--- config.mk ---
export PLATFORM = sky130hd
export DESIGN_NAME = cp0_intr_ctrl
export DESIGN_NICKNAME = d
export VERILOG_FILES = /design/src/rtl/cp0_intr_ctrl.sv
export SDC_FILE = /design/constraint.sdc
export NUM_CORES = 1
export LEC_CHECK = 0
export ABC_AREA = 1
export ABC_CLOCK_PERIOD_IN_PS = 6250
export BUFFER_PORTS_ARGS = -buffer_cell sky130_fd_sc_hd__buf_4
export CORE_MARGIN = 4
export CORE_UTILIZATION = 27
export DETAILED_ROUTE_END_ITERATION = 6
export PLACE_DENSITY = 0.46
export REMOVE_ABC_BUFFERS = 1
export SKIP_CTS_REPAIR_TIMING = 1
export SYNTH_ARGS = -nofsm -noshare
export SYNTH_HDL_FRONTEND = slang
export SYNTH_SLANG_ARGS = --single-unit
--- constraint.sdc ---
create_clock -name clk -period 6.25 [get_ports clk]
set_clock_uncertainty 0.15 [all_clocks]
set_input_delay 0 -clock clk [delete_from_list [all_inputs] [get_ports clk]]
set_output_delay 0 -clock clk [all_outputs]
set_load 0.01 [all_outputs]
--- src/rtl/cp0_intr_ctrl.sv ---
// Coprocessor-0 register file and external interrupt sequencer.
// Redirects the PC to the handler on a take and back to EPC on ERET.
module cp0_intr_ctrl #(
  parameter logic [31:0] HANDLER_RESET = 32'h0000_0100,
  parameter bit          INT_SYNC      = 1'b1
) (
  input  logic        clk,
  input  logic        rst,
  input  logic        en,
  input  logic [1:0]  oper,
  input  logic [4:0]  addr_r,
  output logic [31:0] data_r,
  input  logic [31:0] data_w,
  input  logic [31:0] ret_addr,
  input  logic        ir_in,
  output logic        jump_en,
  output logic [31:0] jump_addr,
  output logic        flush,
  output logic        int_ack
);

  localparam logic [1:0] OP_NONE = 2'b00;
  localparam logic [1:0] OP_MTC0 = 2'b10;
  localparam logic [1:0] OP_ERET = 2'b11;

  localparam logic [4:0] R_STATUS = 5'd12;
  localparam logic [4:0] R_EPC    = 5'd14;
  localparam logic [4:0] R_EHB    = 5'd15;

  typedef enum logic [1:0] {
    IDLE,
    TAKE,
    ISR,
    RET
  } state_t;

  state_t      state;
  logic        ie;
  logic [31:0] epc;
  logic [31:0] ehb;
  logic        pending;
  logic        ir_s;
  logic        ir_prev;
  logic        rise;
  logic        mtc0_we;
  logic        eret;
  logic        take;

  generate
    if (INT_SYNC) begin : g_sync
      logic sync1;
      logic sync2;
      always_ff @(posedge clk or posedge rst) begin
        if (rst) begin
          sync1 <= 1'b0;
          sync2 <= 1'b0;
        end else begin
          sync1 <= ir_in;
          sync2 <= sync1;
        end
      end
      assign ir_s = sync2;
    end else begin : g_nosync
      assign ir_s = ir_in;
    end
  endgenerate

  assign rise = ir_s & ~ir_prev;
  assign eret = en & (oper == OP_ERET);

  // TAKE/RET cycles carry an instruction being flushed.
  assign mtc0_we = en & (oper == OP_MTC0)
                 & ((state == IDLE) | (state == ISR));

  assign take = (state == IDLE) & pending & ie
              & en & (oper == OP_NONE);

  always_comb begin
    data_r = '0;
    unique case (1'b1)
      (addr_r == R_STATUS): data_r = {31'd0, ie};
      (addr_r == R_EPC):    data_r = epc;
      (addr_r == R_EHB):    data_r = ehb;
      default:              data_r = '0;
    endcase
  end

  always_ff @(posedge clk or posedge rst) begin
    if (rst) begin
      state     <= IDLE;
      ie        <= 1'b0;
      epc       <= '0;
      ehb       <= HANDLER_RESET;
      pending   <= 1'b0;
      ir_prev   <= 1'b0;
      jump_en   <= 1'b0;
      jump_addr <= '0;
      flush     <= 1'b0;
      int_ack   <= 1'b0;
    end else begin
      ir_prev   <= ir_s;
      jump_en   <= 1'b0;
      jump_addr <= '0;
      flush     <= 1'b0;
      int_ack   <= 1'b0;
      if (rise) pending <= 1'b1;
      if (mtc0_we) begin
        unique case (1'b1)
          (addr_r == R_STATUS): ie  <= data_w[0];
          (addr_r == R_EPC):    epc <= data_w;
          (addr_r == R_EHB):    ehb <= data_w;
          default: ;
        endcase
      end
      unique case (state)
        IDLE: begin
          if (take) begin
            state     <= TAKE;
            epc       <= ret_addr;
            ie        <= 1'b0;
            pending   <= 1'b0;
            jump_en   <= 1'b1;
            jump_addr <= ehb;
            flush     <= 1'b1;
            int_ack   <= 1'b1;
          end else if (eret) begin
            state     <= RET;
            jump_en   <= 1'b1;
            jump_addr <= epc;
            flush     <= 1'b1;
          end
        end
        TAKE: state <= ISR;
        ISR: begin
          if (eret) begin
            state     <= RET;
            jump_en   <= 1'b1;
            jump_addr <= epc;
            flush     <= 1'b1;
          end
        end
        RET: begin
          ie    <= 1'b1;
          state <= IDLE;
        end
        default: state <= IDLE;
      endcase
    end
  end

endmodule

==> flow_summary.ini <==
[route]
drtIter0Drc = 204
met3_wirelength_um = 898
wl_met1_um = 6970
first_pass_iters = 4
vias_per_cell = 4.55
vias = 4696
top_layer_used = met4
drc = 0
routed_wl_um = 15800
drtAntennaViolNets = 0
dr_wl_met2_um = 7730
wire_per_inst_um = 15.3

[clock_network]
h-tree-depth = 3
clock_latency_ns = 0.35
clk_pin_slew_ns = 0.07
root_buffer = clkbuf_16
clockBufferDepth = 2
cts_tree = built
numCtsBuffers = 9
numClockSinks = 105

[place]
gp_congestion = 0.764
placedCellCount = 919
place_area_um2 = 6180
io_buffers = 141
pre_cts_ws_ns = 3.02
place_hpwl_um = 9310

[timing]
period_share = 0.612
drv_slew = 0
period_minus_slack_ns = 3.83
setup_viol = 0
layout_setup_ws_ns = 2.42
max_freq_ghz = 0.261
relSlewSlack = 0.250
final_hold_viol_count = 2
holdWs_ns = -0.00903
rsz0062_at_grt = no
worstMarginPinSlew_ns = 1.12
finalSetupTns_ns = 0

[synthesis]
syn_area_um2 = 5050
synth_cells = 581
seq_area_frac_synth = 0.520
ys_seq_elements = 105
yosysWarnings = 0
ys_types = 24
synth.avg_cell_area_um2 = 8.70

[worst_setup_path]
cp_slowest_cell = clkinv_1
cp_common_cell = nand2_1
crit_path_start_kind = flip-flop
critical_path_arrival_ns = 3.91
cp_max_fo = 68
cp.required_ns = 6.33
worstPathCellList = inv_1, ha_1, nand2_1, inv_1, nand3_4, clkinv_1, buf_4, nand2_1, nand2_1, dlygate4sd3_1
cpPeakStageDelay_ns = 0.77
end_kind = flip-flop
critPathTopFamily = buffers and inverters
worstSetupPathType = flip-flop to flip-flop
path_buf_inv = 5

[global_routing]
grt_start_max_net_pins = 69
antenna_found_initial = 0
track_usage = 0.145
overflow = 0
grt_pass1_wl_um = 23600
grt_pass1_vias = 4486

[floorplanning]
die_w_um = 145
placementRows = 49
coreArea_um2 = 18200
dieHeight_um = 145
start_util = 0.278
dieArea_um2 = 21000
ios = 142

[hold_path]
hp-class = input pin to flip-flop

[pwr]
power.share.switching = 0.311
intPower_mw = 1.53
p_switching_mw = 0.694
ir_drop_v = 0.000153
combPwrFrac = 0.333
pwr-share-seq = 0.402
power.density_nw_per_um2 = 298
power_mw = 2.23
leakagePower_nw = 3.79
clock_power_share = 0.266

[cells_and_area]
final_cell_count_no_fill = 1033
fin_nets = 878
final_area_um2 = 7470
antenna_cells = 0
layout-drive-gt1-share = 0.255
syn2layout_area_growth_pct = 47.7

[job]
drv_cap = 0

[status]
status = complete, but fails checks
violations = hold timing
[worst min-delay path: stages]
cell     delay, ns
buf_4         0.13
nand2_1       0.06
nor2_1        0.08
o22ai_1       0.12
nand2_1       0.06
[cell usage in the layout, fill, tap and decap left out, types with 9 or more instances in the layout]
cell type      synthesis  layout
inv_1                108     107
dlygate4sd3_1          0      98
clkbuf_16              0       9
nand3_1               67      67
dfrtp_1              104     104
o22ai_1               63      63
buf_4                  8     144
o21ai_2               30      30
nand2_1              144     144
[path summary, 6_finish.rpt]
kind / from / endpoint / slack [ns] / cells past startpoint
hold / removal: oper[1] / state[0]$_DFF_PP0_ / -0.009 / 5
max in group asynchronous: rst / ehb[18]$_DFFE_PP0P_ / 4.57 / 4
setup reg to reg: state[1]$_DFF_PP0_ / epc[21]$_DFF_PP0_ / 2.42 / 10
min in group asynchronous: rst / g_sync.sync1$_DFF_PP0_ / 0.11 / 3
hold reg to reg: g_sync.sync1$_DFF_PP0_ / g_sync.sync2$_DFF_PP0_ / 0.21 / 0
setup / recovery: state[1]$_DFF_PP0_ / epc[21]$_DFF_PP0_ / 2.42 / 10
[layer usage]
layer	vias up	GRT usage
li1	2290	-
met1	2252	0.192
met2	138	0.237
met3	16	0.0355
met4	0	0.0393
met5	-	0
[Yosys cell counts, drive strengths merged]
cell type | count | share of area
dfstp | 1 | 0.0052
inv | 111 | 0.082
ha | 4 | 0.0099
nand2 | 146 | 0.11
nor2 | 7 | 0.010
clkbuf | 4 | 0.0030
o22ai | 63 | 0.078
clkinv | 1 | 0.00074
buf | 31 | 0.049
dfrtp | 104 | 0.51
nand3 | 71 | 0.074
o211ai | 2 | 0.0030
o21ai | 36 | 0.058
[metrics by stage]
stage	utilization	hold WS (ns)
after detailed placement	0.339	-0.0383
after floorplan	-	-0.119
after global placement	0.339	-0.0389
after CTS	0.356	-0.416
final	0.410	-0.00903
after global routing	0.410	0.00566
[logic make-up (layout without fill, tap and decap cells)]
kind of cell / Yosys count / after routing / share of synthesized area
fa+ha+maj: 4 / 4 / 0.00990
flops: 105 / 105 / 0.520
simple gates: 224 / 224 / 0.196
buf+inv: 147 / 370 / 0.135
compound gates: 101 / 101 / 0.139
[power by group through the flow]
stage | clock network [mW] | registers, mW | logic [mW]
4_1_cts | 0.611 | 0.895 | 0.555
5_1_grt | 0.638 | 0.909 | 0.837
3_5_place_dp | 0 | 0.909 | 0.550
6_report | 0.592 | 0.895 | 0.741
3_3_place_gp | 0 | 0.903 | 0.539
2_1_floorplan | 0 | 0.908 | 0.360
[layout make-up]
type                            count  area [um2]
Clock buffer                       10         239
Clock inverter                      6        66.3
Fill cell                        1819       10700
Inverter                          112         423
Multi-Input combinational cell    329        1760
Sequential cell                   105        2630
Tap cell                          229         287
Timing Repair Buffer              242        2060
[state kept, by name, summed over array words and instances (netlist names)]
signal / flops
ehb: 32
int_ack: 1
state: 2
pending: 1
flush: 1
jump_addr: 32
epc: 32
g_sync.sync2: 1
ir_prev: 1
g_sync.sync1: 1
ie: 1
(Power assumes the default switching activity.)
